===== config.mk =====
export PLATFORM = sky130hd
export DESIGN_NAME = mips_multicycle_ctrl_flat
export DESIGN_NICKNAME = d
export VERILOG_FILES = /design/src/rtl/mips_ctrl_pkg.sv /design/src/rtl/mips_multicycle_ctrl_if.sv /design/src/rtl/alu_decoder.sv /design/src/rtl/mips_multicycle_ctrl.sv /design/src/flat_wrapper.sv
export SDC_FILE = /design/constraint.sdc
export NUM_CORES = 1
export LEC_CHECK = 0
export BUFFER_PORTS_ARGS = -buffer_cell sky130_fd_sc_hd__buf_4
export CORE_UTILIZATION = 45
export CTS_CLUSTER_DIAMETER = 200
export DETAILED_ROUTE_END_ITERATION = 8
export GPL_ROUTABILITY_DRIVEN = 1
export PLACE_DENSITY = 0.83
export REMOVE_ABC_BUFFERS = 1
export SLEW_MARGIN = 20
export SYNTH_ARGS = -nofsm -noshare
export SYNTH_HDL_FRONTEND = slang
export SYNTH_SLANG_ARGS = --single-unit

===== constraint.sdc =====
create_clock -name clk -period 3.8 [get_ports clk]
set_clock_uncertainty 0.1 [all_clocks]
set_input_delay 0.76 -clock clk [delete_from_list [all_inputs] [get_ports clk]]
set_output_delay 0.76 -clock clk [all_outputs]
set_load 0.05 [all_outputs]

===== src/rtl/mips_ctrl_pkg.sv =====
// Shared constants for the multicycle MIPS control unit and its ALU:
// ALU op codes, instruction opcode/funct fields and the FSM state encoding.
package mips_ctrl_pkg;

    localparam int ALU_OP_W = 4;

    // ALU operation codes (shared with the 32-bit ALU)
    localparam logic [3:0] ALU_AND = 4'b0000;
    localparam logic [3:0] ALU_OR  = 4'b0001;
    localparam logic [3:0] ALU_ADD = 4'b0010;
    localparam logic [3:0] ALU_SUB = 4'b0110;
    localparam logic [3:0] ALU_SLT = 4'b0111;
    localparam logic [3:0] ALU_NOR = 4'b1100;

    // Instruction opcodes, IR[31:26]
    localparam logic [5:0] OP_RTYPE = 6'b000000;
    localparam logic [5:0] OP_LW    = 6'b100011;
    localparam logic [5:0] OP_SW    = 6'b101011;
    localparam logic [5:0] OP_BEQ   = 6'b000100;
    localparam logic [5:0] OP_ADDI  = 6'b001000;
    localparam logic [5:0] OP_J     = 6'b000010;

    // R-type funct codes, IR[5:0]
    localparam logic [5:0] FN_ADD = 6'b100000;
    localparam logic [5:0] FN_SUB = 6'b100010;
    localparam logic [5:0] FN_AND = 6'b100100;
    localparam logic [5:0] FN_OR  = 6'b100101;
    localparam logic [5:0] FN_NOR = 6'b100111;
    localparam logic [5:0] FN_SLT = 6'b101010;

    // FSM state encoding; 12-15 are unused and recover to FETCH
    typedef enum logic [3:0] {
        S_FETCH    = 4'd0,
        S_DECODE   = 4'd1,
        S_MEMADR   = 4'd2,
        S_MEMRD    = 4'd3,
        S_MEMWB    = 4'd4,
        S_MEMWR    = 4'd5,
        S_RTYPE_EX = 4'd6,
        S_RTYPE_WB = 4'd7,
        S_BEQ      = 4'd8,
        S_ADDI_EX  = 4'd9,
        S_ADDI_WB  = 4'd10,
        S_JUMP     = 4'd11
    } state_e;

endpackage


===== src/rtl/mips_multicycle_ctrl_if.sv =====
// Control/datapath bundle: instruction fields and ALU flag in, control
// selects and enables out. master = control unit, slave = datapath.
interface mips_multicycle_ctrl_if;
    import mips_ctrl_pkg::*;

    logic [5:0]          opcode;
    logic [5:0]          funct;
    logic                zero;
    logic [ALU_OP_W-1:0] alu_op;
    logic                alu_src_a;
    logic [1:0]          alu_src_b;
    logic [1:0]          pc_src;
    logic                pc_en;
    logic                iord;
    logic                mem_write;
    logic                ir_write;
    logic                reg_dst;
    logic                mem_to_reg;
    logic                reg_write;
    logic                instr_done;
    logic                illegal;
    logic [3:0]          state;

    modport master (
        input  opcode, funct, zero,
        output alu_op, alu_src_a, alu_src_b, pc_src, pc_en, iord, mem_write,
               ir_write, reg_dst, mem_to_reg, reg_write, instr_done, illegal, state
    );

    modport slave (
        output opcode, funct, zero,
        input  alu_op, alu_src_a, alu_src_b, pc_src, pc_en, iord, mem_write,
               ir_write, reg_dst, mem_to_reg, reg_write, instr_done, illegal, state
    );

endinterface


===== src/rtl/alu_decoder.sv =====
// R-type funct to ALU op decoder. Unsupported functs fall back to ADD and
// drop funct_valid so the FSM can flag them without writing a register.
module alu_decoder
    import mips_ctrl_pkg::*;
(
    input  logic [5:0]          funct_i,
    output logic [ALU_OP_W-1:0] alu_op_o,
    output logic                funct_valid_o
);

    // Map funct to ALU operation
    always_comb begin
        alu_op_o      = ALU_ADD;
        funct_valid_o = 1'b1;
        case (funct_i)
            FN_ADD:  alu_op_o = ALU_ADD;
            FN_SUB:  alu_op_o = ALU_SUB;
            FN_AND:  alu_op_o = ALU_AND;
            FN_OR:   alu_op_o = ALU_OR;
            FN_NOR:  alu_op_o = ALU_NOR;
            FN_SLT:  alu_op_o = ALU_SLT;
            default: begin
                alu_op_o      = ALU_ADD;
                funct_valid_o = 1'b0;
            end
        endcase
    end

endmodule


===== src/rtl/mips_multicycle_ctrl.sv =====
// Multicycle MIPS control FSM. Outputs are a Moore decode of the state,
// except pc_en in BEQ (follows zero) and alu_op in RTYPE_EX (follows funct).
// While reset is high every enable is held low and the selects show FETCH.
module mips_multicycle_ctrl
    import mips_ctrl_pkg::*;
#(
    parameter logic [3:0] RESET_STATE = 4'd0
) (
    input  logic                   clk,
    input  logic                   reset,
    mips_multicycle_ctrl_if.master bus
);

    localparam logic [3:0] ST_FETCH    = S_FETCH;
    localparam logic [3:0] ST_DECODE   = S_DECODE;
    localparam logic [3:0] ST_MEMADR   = S_MEMADR;
    localparam logic [3:0] ST_MEMRD    = S_MEMRD;
    localparam logic [3:0] ST_MEMWB    = S_MEMWB;
    localparam logic [3:0] ST_MEMWR    = S_MEMWR;
    localparam logic [3:0] ST_RTYPE_EX = S_RTYPE_EX;
    localparam logic [3:0] ST_RTYPE_WB = S_RTYPE_WB;
    localparam logic [3:0] ST_BEQ      = S_BEQ;
    localparam logic [3:0] ST_ADDI_EX  = S_ADDI_EX;
    localparam logic [3:0] ST_ADDI_WB  = S_ADDI_WB;
    localparam logic [3:0] ST_JUMP     = S_JUMP;

    logic [3:0]          state_q, state_d;
    logic [ALU_OP_W-1:0] rtype_op_s;
    logic                funct_valid_s;

    logic [ALU_OP_W-1:0] alu_op_s;
    logic                src_a_s, pc_en_s, iord_s, mem_write_s, ir_write_s;
    logic [1:0]          src_b_s, pc_src_s;
    logic                reg_dst_s, mem_to_reg_s, reg_write_s, done_s, illegal_s;

    alu_decoder u_alu_decoder (
        .funct_i       (bus.funct),
        .alu_op_o      (rtype_op_s),
        .funct_valid_o (funct_valid_s)
    );

    // State register with synchronous reset to FETCH
    always_ff @(posedge clk) begin
        if (reset) begin
            state_q <= RESET_STATE;
        end else begin
            state_q <= state_d;
        end
    end

    // Next-state logic and per-state control decode
    always_comb begin
        state_d      = ST_FETCH;
        alu_op_s     = ALU_ADD;
        src_a_s      = 1'b0;
        src_b_s      = 2'b00;
        pc_src_s     = 2'b00;
        pc_en_s      = 1'b0;
        iord_s       = 1'b0;
        mem_write_s  = 1'b0;
        ir_write_s   = 1'b0;
        reg_dst_s    = 1'b0;
        mem_to_reg_s = 1'b0;
        reg_write_s  = 1'b0;
        done_s       = 1'b0;
        illegal_s    = 1'b0;
        case (state_q)
            ST_FETCH: begin
                src_b_s    = 2'b01;
                ir_write_s = 1'b1;
                pc_en_s    = 1'b1;
                state_d    = ST_DECODE;
            end
            ST_DECODE: begin
                // Branch target PC + (imm<<2) is computed speculatively here
                src_b_s = 2'b11;
                case (bus.opcode)
                    OP_LW, OP_SW: state_d = ST_MEMADR;
                    OP_RTYPE:     state_d = ST_RTYPE_EX;
                    OP_BEQ:       state_d = ST_BEQ;
                    OP_ADDI:      state_d = ST_ADDI_EX;
                    OP_J:         state_d = ST_JUMP;
                    default: begin
                        illegal_s = 1'b1;
                        done_s    = 1'b1;
                        state_d   = ST_FETCH;
                    end
                endcase
            end
            ST_MEMADR: begin
                src_a_s = 1'b1;
                src_b_s = 2'b10;
                if (bus.opcode == OP_LW) begin
                    state_d = ST_MEMRD;
                end else begin
                    state_d = ST_MEMWR;
                end
            end
            ST_MEMRD: begin
                iord_s  = 1'b1;
                state_d = ST_MEMWB;
            end
            ST_MEMWB: begin
                mem_to_reg_s = 1'b1;
                reg_write_s  = 1'b1;
                done_s       = 1'b1;
            end
            ST_MEMWR: begin
                iord_s      = 1'b1;
                mem_write_s = 1'b1;
                done_s      = 1'b1;
            end
            ST_RTYPE_EX: begin
                src_a_s  = 1'b1;
                alu_op_s = rtype_op_s;
                if (funct_valid_s) begin
                    state_d = ST_RTYPE_WB;
                end else begin
                    illegal_s = 1'b1;
                    done_s    = 1'b1;
                    state_d   = ST_FETCH;
                end
            end
            ST_RTYPE_WB: begin
                reg_dst_s   = 1'b1;
                reg_write_s = 1'b1;
                done_s      = 1'b1;
            end
            ST_BEQ: begin
                src_a_s  = 1'b1;
                alu_op_s = ALU_SUB;
                pc_src_s = 2'b01;
                pc_en_s  = bus.zero;
                done_s   = 1'b1;
            end
            ST_ADDI_EX: begin
                src_a_s = 1'b1;
                src_b_s = 2'b10;
                state_d = ST_ADDI_WB;
            end
            ST_ADDI_WB: begin
                reg_write_s = 1'b1;
                done_s      = 1'b1;
            end
            ST_JUMP: begin
                pc_src_s = 2'b10;
                pc_en_s  = 1'b1;
                done_s   = 1'b1;
            end
            default: begin
                illegal_s = 1'b1;
                state_d   = ST_FETCH;
            end
        endcase
    end

    // Output stage: reset masks enables and shows FETCH selects
    always_comb begin
        bus.state = state_q;
        if (reset) begin
            bus.alu_op     = ALU_ADD;
            bus.alu_src_a  = 1'b0;
            bus.alu_src_b  = 2'b01;
            bus.pc_src     = 2'b00;
            bus.pc_en      = 1'b0;
            bus.iord       = 1'b0;
            bus.mem_write  = 1'b0;
            bus.ir_write   = 1'b0;
            bus.reg_dst    = 1'b0;
            bus.mem_to_reg = 1'b0;
            bus.reg_write  = 1'b0;
            bus.instr_done = 1'b0;
            bus.illegal    = 1'b0;
        end else begin
            bus.alu_op     = alu_op_s;
            bus.alu_src_a  = src_a_s;
            bus.alu_src_b  = src_b_s;
            bus.pc_src     = pc_src_s;
            bus.pc_en      = pc_en_s;
            bus.iord       = iord_s;
            bus.mem_write  = mem_write_s;
            bus.ir_write   = ir_write_s;
            bus.reg_dst    = reg_dst_s;
            bus.mem_to_reg = mem_to_reg_s;
            bus.reg_write  = reg_write_s;
            bus.instr_done = done_s;
            bus.illegal    = illegal_s;
        end
    end

endmodule


===== src/flat_wrapper.sv =====
// flat-port wrapper written by rule: the top's interface ports become plain ports
module mips_multicycle_ctrl_flat import mips_ctrl_pkg::*;
#(
    parameter logic [3:0] RESET_STATE = 4'd0
)
  (clk, reset, bus_opcode, bus_funct, bus_zero, bus_alu_op, bus_alu_src_a, bus_alu_src_b, bus_pc_src, bus_pc_en, bus_iord, bus_mem_write, bus_ir_write, bus_reg_dst, bus_mem_to_reg, bus_reg_write, bus_instr_done, bus_illegal, bus_state);
  mips_multicycle_ctrl_if bus_i ();
  input  logic clk;
  input  logic reset;
  input wire logic [$bits(bus_i.opcode)-1:0] bus_opcode;
  input wire logic [$bits(bus_i.funct)-1:0] bus_funct;
  input wire logic [$bits(bus_i.zero)-1:0] bus_zero;
  output wire logic [$bits(bus_i.alu_op)-1:0] bus_alu_op;
  output wire logic [$bits(bus_i.alu_src_a)-1:0] bus_alu_src_a;
  output wire logic [$bits(bus_i.alu_src_b)-1:0] bus_alu_src_b;
  output wire logic [$bits(bus_i.pc_src)-1:0] bus_pc_src;
  output wire logic [$bits(bus_i.pc_en)-1:0] bus_pc_en;
  output wire logic [$bits(bus_i.iord)-1:0] bus_iord;
  output wire logic [$bits(bus_i.mem_write)-1:0] bus_mem_write;
  output wire logic [$bits(bus_i.ir_write)-1:0] bus_ir_write;
  output wire logic [$bits(bus_i.reg_dst)-1:0] bus_reg_dst;
  output wire logic [$bits(bus_i.mem_to_reg)-1:0] bus_mem_to_reg;
  output wire logic [$bits(bus_i.reg_write)-1:0] bus_reg_write;
  output wire logic [$bits(bus_i.instr_done)-1:0] bus_instr_done;
  output wire logic [$bits(bus_i.illegal)-1:0] bus_illegal;
  output wire logic [$bits(bus_i.state)-1:0] bus_state;
  assign bus_i.opcode = bus_opcode;
  assign bus_i.funct = bus_funct;
  assign bus_i.zero = bus_zero;
  assign bus_alu_op = bus_i.alu_op;
  assign bus_alu_src_a = bus_i.alu_src_a;
  assign bus_alu_src_b = bus_i.alu_src_b;
  assign bus_pc_src = bus_i.pc_src;
  assign bus_pc_en = bus_i.pc_en;
  assign bus_iord = bus_i.iord;
  assign bus_mem_write = bus_i.mem_write;
  assign bus_ir_write = bus_i.ir_write;
  assign bus_reg_dst = bus_i.reg_dst;
  assign bus_mem_to_reg = bus_i.mem_to_reg;
  assign bus_reg_write = bus_i.reg_write;
  assign bus_instr_done = bus_i.instr_done;
  assign bus_illegal = bus_i.illegal;
  assign bus_state = bus_i.state;
  mips_multicycle_ctrl #(.RESET_STATE(RESET_STATE)) u_core (.clk(clk), .reset(reset), .bus(bus_i));
endmodule

==> results of run 1 <==
final cells by class:
class / instances / share of cell area
clock buffers: 3 / 0.0254
multi-input cells: 82 / 0.549
inverters: 2 / 0.00847
well taps: 15 / 0.0212
flip-flops and latches: 4 / 0.0904
repair buffers: 36 / 0.305
per-layer routing:
layer	vias to the layer above	share of wire	wire length (µm)
met5	-	0	0
met4	0	0	0
met3	0	0.054	89
met2	27	0.51	841
met1	358	0.43	713
li1	412	-	-
worst min-delay path: stages, from the launching register on:
cell and delay (ns):
dfxtp_1 0.43, o211ai_1 0.15, a21oi_1 0.07
cell families after synthesis:
| family | count (synthesis) | synth area share |
|---|---|---|
| AOI/OAI and AO/OA | 26 | 0.288 |
| xor gates and xnor gates | 3 | 0.0423 |
| buffers and inverters | 8 | 0.0885 |
| DFF | 4 | 0.129 |
| muxes | 1 | 0.0181 |
| and+or+nand+nor | 52 | 0.435 |
final timing paths:
kind / startpoint / end / slack, ns
worst max register to register: u_core.bus.state[1] / u_core.bus.state[1] / 2.11
worst min-delay path: u_core.bus.state[1] / u_core.bus.state[2] / 0.61
worst min register to register: u_core.bus.state[1] / u_core.bus.state[2] / 0.61
worst max-delay path: bus_funct[4] / bus_alu_op[2] / 0.90
where the power goes:
part           switching (mW)  internal (mW)  total (mW)  leakage, nW
clock                  0.0148         0.0352      0.0499       0.0138
sequential            0.00408         0.0436      0.0477       0.0326
combinational          0.0447         0.0292      0.0739        0.327
synth_stat cells, types with 3 or more instances:
cell type / number / area [µm²]
nand2b_1: 8 / 50.1
a21oi_1: 4 / 20.0
dfxtp_1: 4 / 80.1
nand2_1: 7 / 26.3
clkbuf_1: 3 / 11.3
a31oi_1: 4 / 25.0
nor2b_1: 3 / 18.8
nor2_1: 14 / 52.6
or3_1: 3 / 18.8
nor3_1: 8 / 40.0
stage by stage:
step                instance area (µm²)  total power, mW  setup WS, ns
floorplan                           574           0.0910         0.496
detailed placement                  863            0.122         0.914
CTS                                 886            0.172         0.913
global placement                    863            0.121         0.936
finish                              886            0.171         0.896
global route                        886            0.183         0.706
==> results by group, run 1 <==
Clocking
  – H-tree depth: 1
  – Num CTS Buffers: 3
  – CTS sink cnt: 4
  – Clk Latency, worst-skew pair: roughly 0.23 ns
  – CTS clk-pin slew, worst paths: 0.04 ns
  – Postcts setup bufs: 0
  – CTS Buffer Depth: 2
  – CTS Hold Buffers Added: 0
  – Root Driver: clkbuf_4
  – PostCTS Resize Cnt: 0
  – CTS tree: yes

Layout
  – Most frequent cells in the layout: buf_4 (36), nor2_1 (14), nand2b_1 (8), nor3_1 (8), nand2_1 (7)
  – Non-filler cells, final: 142
  – Share of post-route cells with drive strength above 1: 0.307
  – Max reg flops: 4
  – Synth-to-Final Area Change: 42.5%
  – Core Util, Final: 0.689
  – Nets: approximately 140
  – Ant diodes: 0
  – Area of the multi-input gates: a little under 500 µm²
  – Register area: between 80 and 90 µm²
  – Commonest non-fill, non-tap cell in the layout: buf_4
  – Fillers: 127

Worst setup path
  – Critical path, cell by cell: buf_4, nand2b_1, nor4_1, nand2_1, o22ai_1, buf_4
  – Crit path capture type: primary output
  – Crit path kind: input pin to primary output
  – Reg2reg path depth: 4
  – WP depth: 6
  – Slowest CP cell: nor4_1
  – Setup crit start kind: input pin
  – CP Max Fanout: 3
  – WP data arrival: approximately 2.0 ns
  – Crit path max-delay family: simple AND/OR/NAND/NOR gates
  – CP dominant cell by count: buf_4
  – CP bufs+invs: 2
  – Worst path max stage delay: 0.49 ns
  – WP data required: 2.94 ns

Synth
  – Distinct cells, synth: 38
  – Synth async-reset ratio: 0
  – Post-synth EDFFs: 0
  – Synthesis Warnings: 0
  – Avg Cell Area, Syn: between 6 and 7 µm²
  – Syn Std Cell Area: roughly 620 µm²
  – Ys flop type: dfxtp_1
  – Sequential area share after synthesis: 0.129
  – Post-synthesis register bit count: 4
  – Post-Syn Instances: 94

Pwr
  – Pwr dens: 194 nW/µm²
  – Peak VDD IR: around 0.00027 V
  – Pleak: between 0.3 and 0.4 nW

STA
  – Relative slew margins: 0.654
  – Final Setup Violations: 0
  – Actual slew at the worst max-slew pin: between 0.5 and 0.6 ns
  – Final period util: 0.764
  – Slew Limit Fails: 0
  – Max frequency: roughly 340 MHz
  – Fin. Hold Viols: 0
  – RSZ-0062 raised after global routing: false
  – WHS: 0.613 ns
  – Setup_tns: 0 ns
  – Crit path time final: approximately 2.9 ns

Routing
  – Routed length per instance: roughly 12 µm
  – DRC Markers: 0
  – Drt pass-1 iters: 4
  – DRT Wirelength: between 1.5 and 2 mm
  – Via Count: around 800
  – Initial drt markers: 30
  – Final ANT Viol Nets: 0
  – Via-to-Cell Ratio: around 5.6

Global routing
  – All-layer global routing usage: 0.227
  – Initial antenna violation count: 0
  – Met1 GRT Util: 0.297
  – Met3 Usage GRT: 0.0173
  – Gr busiest metal: met2
  – Vias in the first global route: about 630
  – Total grt overflow: 0
  – First-pass GRT wire length: 2.52 mm
  – M2 GR Usage: 0.421
  – Largest net degree at the start of global routing: 15

Status
  – Status: finished, final reports clean

Placement
  – Port Buffer Count: 36
  – DP Cell Count: 139
  – Final Wtd Congestion: between 0.9 and 1
  – Hpwl dp: roughly 1.3 mm

Min path
  – Hold depth: 2
  – Worst Hold Class: flip-flop to flip-flop

Floorplanning
  – Row Count: 13
  – Die area: roughly 1500 µm²
  – CORE AREA: 1280 µm²
  – Die Span Y: 39.2 µm
  – Initial core utilization: 0.484
  – Width of the chip: 39.2 µm
  – I/O pin count: 37

Flow run
  – Max Cap Viol: 0
Power figures use the tool's default switching activity.
==> inputs of run 2 (changes only) <==
- CORE_UTILIZATION: 45 -> 42
- PLACE_DENSITY: 0.83 -> 0.78
- clock period: 3.8 -> 3.04 ns (I/O delays scaled with it)
==> run 2 against run 1 <==
  * Global-route usage rose by 0.17 points
  * Non-clock buffer count did not move
  * Setup slack got worse by 0.65 ns
  * Utilization fell by 2.5 points
==> results by group, run 2 (synthesis gave the netlist of run 1 again) <==
Placement
  – Hpwl dp: 1.39 mm (+7.0%)
  – Dpl ws: 0.464 ns (-0.450 ns)
  – Placed Area: 863 µm² (unchanged)
  – Port Buffer Count: 36 (unchanged)
  – Final Wtd Congestion: 0.851 (-6.4%)

Worst setup path
  – Setup crit start kind: flip-flop
  – WP data required: 2.33 ns (-0.61 ns)
  – Crit path capture type: primary output
  – Worst flop-to-flop path startpoint: u_core.bus.state[1]
  – Crit path kind: flip-flop to primary output
  – WP data arrival: 2.09 ns (+0.05 ns)
  – Crit path launch: u_core.bus.state[2]
  – CP Max Fanout: 14 (+11)

Global routing
  – Initial antenna violation count: 0 (unchanged)
  – Vias in the first global route: 638 (+1.8%)
  – All-layer global routing usage: 0.229 (+0.00167)
  – Largest net degree at the start of global routing: 15 (unchanged)
  – Total grt overflow: 0 (unchanged)
  – First-pass GRT wire length: 2.61 mm (+3.6%)

STA
  – Final Setup Violations: 0 (unchanged)
  – Actual slew at the worst max-slew pin: 0.556 ns (+0.0420 ns)
  – Slew Limit Fails: 0 (unchanged)
  – Crit path time final: 2.79 ns
  – Fin. Hold Viols: 0 (unchanged)
  – Final period util: 0.919
  – Relative slew margins: 0.626 (-0.0283)
  – RSZ-0062 raised after global routing: false
  – Max frequency: 358 MHz
  – Final worst slack: 0.247 ns (-0.649 ns)

Layout
  – Max reg flops: 4 (unchanged)
  – Synth-to-Final Area Change: 42.5% (unchanged)
  – Nets: 144 (unchanged)
  – Ant diodes: 0 (unchanged)
  – Commonest non-fill, non-tap cell in the layout: buf_4
  – Most frequent cells in the layout: buf_4 (36), nor2_1 (14), nand2b_1 (8), nor3_1 (8), nand2_1 (7)
  – Share of post-route cells with drive strength above 1: 0.307 (unchanged)
  – Fin area: 886 µm² (unchanged)

Clocking
  – CTS clk-pin slew, worst paths: 0.04 ns (about the same)
  – Clk Latency, worst-skew pair: 0.23 ns (about the same)
  – Postcts setup bufs: 0 (unchanged)
  – Num CTS Buffers: 3 (unchanged)
  – CTS Hold Buffers Added: 0 (unchanged)
  – CTS sink cnt: 4 (unchanged)
  – CTS Buffer Depth: 2 (unchanged)
  – CTS tree: yes
  – H-tree depth: 1 (unchanged)
  – Root Driver: clkbuf_4
  – PostCTS Resize Cnt: 0 (unchanged)

Routing
  – Final ANT Viol Nets: 0 (unchanged)
  – Drt pass-1 iters: 4 (unchanged)
  – DRT Wirelength: 1.74 mm (+6.1%)
  – Via-to-Cell Ratio: 5.59 (-0.38%)
  – DRC Markers: 0 (unchanged)
  – Initial drt markers: 19 (-37%)
  – Routed length per instance: 12.3 µm (+6.1%)
  – Via Count: 794 (-0.38%)

Floorplanning
  – CORE AREA: 1330 µm² (+3.8%)
  – I/O pin count: 37 (unchanged)
  – Width of the chip: 40.5 µm (+3.3%)
  – Initial core utilization: 0.466 (-0.0177)
  – Die area: 1640 µm² (+6.8%)
  – Row Count: 13 (unchanged)
  – Die Span Y: 40.5 µm (+3.3%)

Min path
  – Worst Hold Class: flip-flop to flip-flop
  – Hold Path Origin: u_core.bus.state[1]

Status
  – Status: finished, final reports clean

Flow run
  – Max Cap Viol: 0 (unchanged)

Pwr
  – Pwr dens: 242 nW/µm² (+25%)
  – Peak VDD IR: 0.000215 V (-20%)
  – Pleak: 0.373 nW (unchanged)
[run 2: cell counts in the layout (fill, tap and decap cells not counted)]
Identical to the previous run, type by type.
[run 2: final timing paths]
check	end	slack [ns]	cells past startpoint
hold reg to reg	u_core.bus.state[2]	0.62	2
hold / removal	u_core.bus.state[2]	0.62	2
setup reg to reg	u_core.bus.state[1]	1.34	4
setup / recovery	bus_alu_op[2]	0.25	5
[run 2: metrics by stage]
| step | setup TNS (ns) | hold WS (ns) | utilization | std cells | power (mW) |
|---|---|---|---|---|---|
| floorplan | -0.112 | 0.710 | - | 88 | 0.114 |
| global placement | 0 | 0.604 | 0.647 | 139 | 0.151 |
| detailed placement | 0 | 0.612 | 0.647 | 139 | 0.153 |
| CTS | 0 | 0.620 | 0.664 | 142 | 0.217 |
| global route | 0 | 0.657 | 0.664 | 142 | 0.231 |
| finish | 0 | 0.616 | 0.664 | 142 | 0.215 |
[run 2: critical path: stages (launching register included)]
cell and delay, ns:
dfxtp_1 0.58, nand2b_1 0.28, nor4_1 0.49, nand2_1 0.14
o22ai_1 0.15, buf_4 0.22
[run 2: cell type report]
| class | count | area (µm²) |
|---|---|---|
| clock buffer | 3 | 22.5 |
| fill | 124 | 448 |
| inverter | 2 | 7.51 |
| multi-input combinational | 82 | 487 |
| sequential | 4 | 80.1 |
| tap | 15 | 18.8 |
| timing repair buffer | 36 | 270 |
[run 2: layer usage]
layer  vias up  GRT usage  part of all wire  wire length (µm)
li1        410          -                 -                 -
met1       352      0.302              0.48               836
met2        32      0.409              0.46               805
met3         0     0.0333             0.059               103
met4         0          0                 0                 0
met5         -          0                 0                 0
[run 2: power breakdown]
group          switching [mW]  internal [mW]  leakage (nW)
registers             0.00528         0.0545        0.0326
logic                  0.0559         0.0365         0.327
clock network          0.0187         0.0439        0.0138
total                  0.0799          0.135         0.373
==> inputs of run 3 (changes only) <==
- CELL_PAD_IN_SITES_DETAIL_PLACEMENT: unset -> 0
- CELL_PAD_IN_SITES_GLOBAL_PLACEMENT: unset -> 2
- CORE_ASPECT_RATIO: unset -> 0.5
- CORE_UTILIZATION: 42 -> 20
- PLACE_DENSITY: 0.78 -> unset
- PLACE_DENSITY_LB_ADDON: unset -> 0.1
- clock period: 3.04 -> 2.91 ns (I/O delays scaled with it)
==> run 3 against run 2 <==
  * Die area rose by 100%
  * Sequential power rose by 3.8%
  * Utilization fell by 32 points
  * Worst hold slack improved by 0.016 ns
  * Critical path depth did not move
  * Global-route usage fell by 11 points
  * First-iteration DRC count rose by 95%
  * Flip-flop and latch count did not move
  * Wire length rose by 18%
  * Via count fell by 0.88%
  * Cell count rose by 17%
  * Largest cell class unchanged
  * Clock power rose by 83%
==> results by group, run 3 (synthesis gave the netlist of run 1 again) <==
Worst setup path
  – Setup crit start kind: flip-flop
  – Slowest CP cell: dfxtp_1
  – Crit path max-delay family: simple AND/OR/NAND/NOR gates
  – Critical path, cell by cell: nand2b_1, nor4_2, nand2_1, o22ai_1, buf_4
  – WP data required: 2.23 ns (-0.10 ns)
  – CP Max Fanout: 14 (unchanged)
  – RR Endpoint: u_core.bus.state[1]
  – R2R Setup Slk: 1.14 ns (-0.20 ns)
  – Crit path capture type: primary output
  – WP data arrival: 1.86 ns (-0.23 ns)
  – Reg2reg path depth: 4 (unchanged)
  – Worst flop-to-flop path startpoint: u_core.bus.state[1]
  – Worst path max stage delay: 0.61 ns (+0.03 ns)
  – WP depth: 5 (unchanged)
  – Crit path kind: flip-flop to primary output
  – CP bufs+invs: 1 (unchanged)

Clocking
  – H-tree depth: 1 (unchanged)
  – CTS clk-pin slew, worst paths: 0.03 ns (about the same)
  – CTS tree: yes
  – Num CTS Buffers: 3 (unchanged)
  – CTS sink cnt: 4 (unchanged)
  – Clk Latency, worst-skew pair: 0.22 ns (about the same)
  – PostCTS Resize Cnt: 0 (unchanged)
  – Postcts setup bufs: 0 (unchanged)
  – CTS Buffer Depth: 2 (unchanged)
  – Root Driver: clkbuf_8
  – CTS Hold Buffers Added: 0 (unchanged)

Pwr
  – Pleak: 0.392 nW (+5.0%)
  – Peak VDD IR: 0.000163 V (-24%)
  – Pwr dens: 289 nW/µm² (+19%)

STA
  – Actual slew at the worst max-slew pin: 0.494 ns (-0.0620 ns)
  – Crit path time final: approximately 2.5 ns
  – Max frequency: approximately 390 MHz
  – Relative slew margins: 0.670 (+0.0443)
  – Final period util: 0.875
  – Final Setup Violations: 0 (unchanged)
  – Fin. Hold Viols: 0 (unchanged)
  – RSZ-0062 raised after global routing: false
  – Slew Limit Fails: 0 (unchanged)
  – WHS: 0.631 ns (+0.0157 ns)
  – Setup_tns: 0 ns (unchanged)

Global routing
  – Initial antenna violation count: 0 (unchanged)
  – Total grt overflow: 0 (unchanged)
  – Vias in the first global route: 698 (+9.4%)
  – Largest net degree at the start of global routing: 15 (unchanged)
  – First-pass GRT wire length: 3.23 mm (+24%)
  – All-layer global routing usage: 0.122 (-0.106)

Layout
  – Max reg flops: 4 (unchanged)
  – Synth-to-Final Area Change: 53.3%
  – Most frequent cells in the layout: buf_4 (38), nor2_1 (14), nand2b_1 (8), nor3_1 (8), nand2_1 (7)
  – Ant diodes: 0 (unchanged)
  – Commonest non-fill, non-tap cell in the layout: buf_4
  – Non-filler cells, final: 166 (+17%)
  – Share of post-route cells with drive strength above 1: 0.326 (+0.0185)
  – Nets: 146 (+1.4%)

Placement
  – Port Buffer Count: 36 (unchanged)
  – DP Cell Count: 163 (+17%)
  – Final Wtd Congestion: 0.702 (-18%)
  – Hpwl dp: 1.61 mm (+16%)

Routing
  – DRC Markers: 0 (unchanged)
  – Final ANT Viol Nets: 0 (unchanged)
  – DRT Wirelength: 2.06 mm (+18%)
  – Via Count: 787 (-0.88%)
  – Via-to-Cell Ratio: 4.74 (-15%)
  – Initial drt markers: 37 (+18)
  – Drt pass-1 iters: 4 (unchanged)
  – Routed length per instance: 12.4 µm (+1.2%)

Flow run
  – Max Cap Viol: 0 (unchanged)

Floorplanning
  – Initial core utilization: 0.225 (-0.241)
  – Die area: 3350 µm² (+100%)
  – CORE AREA: 2770 µm² (+110%)
  – Row Count: 13 (unchanged)
  – Die Span Y: 41.4 µm (+2.3%)
  – Width of the chip: 80.9 µm (+100%)
  – I/O pin count: 37 (unchanged)

Min path
  – Hold Path Origin: u_core.bus.state[1]
  – WHS Endpoint: u_core.bus.state[2]
  – Worst Hold Class: flip-flop to flip-flop
  – Hold depth: 2 (unchanged)

Status
  – Status: finished, final reports clean
run 3: changes by cell type in the layout (fill, tap and decap cells not counted):
cell      delta
buf_4        +2
nor4_2       +1
clkbuf_4     -3
clkbuf_8     +3
nor4_1       -1
run 3: routing by layer:
| layer | wire [µm] | track usage | vias up |
|---|---|---|---|
| li1 | - | - | 414 |
| met5 | 0 | 0 | - |
| met1 | 1130 | 0.191 | 345 |
| met3 | 117 | 0.0220 | 0 |
| met2 | 819 | 0.170 | 28 |
| met4 | 0 | 0.0214 | 0 |
run 3: tightest hold or removal path: cells and delay by family (launching register included):
family | cells | cell delay [ns]
AOI/OAI and AO/OA | 2 | 0.23
DFF | 1 | 0.45
run 3: cell type report:
| cell class | count | area, µm² |
|---|---|---|
| inverter | 2 | 7.51 |
| multi-input combinational | 82 | 493 |
| timing repair buffer | 38 | 285 |
| fill | 301 | 1810 |
| sequential | 4 | 80.1 |
| tap | 37 | 46.3 |
| clock buffer | 3 | 41.3 |
run 3: through the flow:
stage	util	total power [mW]	area (µm²)	worst slack, ns
after CTS	0.343	0.279	947	0.178
after detailed placement	0.328	0.162	906	0.322
final	0.345	0.275	953	0.363
after global placement	0.328	0.163	906	0.264
after floorplan	-	0.119	574	-0.216
after global routing	0.345	0.292	953	0.180
run 3: where the power goes:
group | switching [mW] | internal (mW) | total [mW]
clock network | 0.0267 | 0.0880 | 0.115
registers | 0.00507 | 0.0570 | 0.0621
logic | 0.0600 | 0.0385 | 0.0985
total | 0.0918 | 0.184 | 0.275
run 3: worst max-delay path by stage:
stage,startpoint,end,slack (ns)
6_report,u_core.bus.state[1],bus_alu_op[2],0.36
5_1_grt,u_core.bus.state[1],bus_alu_op[2],0.18
3_3_place_gp,bus_funct[4],bus_alu_op[2],0.26
3_5_place_dp,bus_funct[4],bus_alu_op[2],0.32
4_1_cts,u_core.bus.state[1],bus_alu_op[2],0.18
2_1_floorplan,u_core.bus.state[1],bus_alu_src_b[1],-0.22
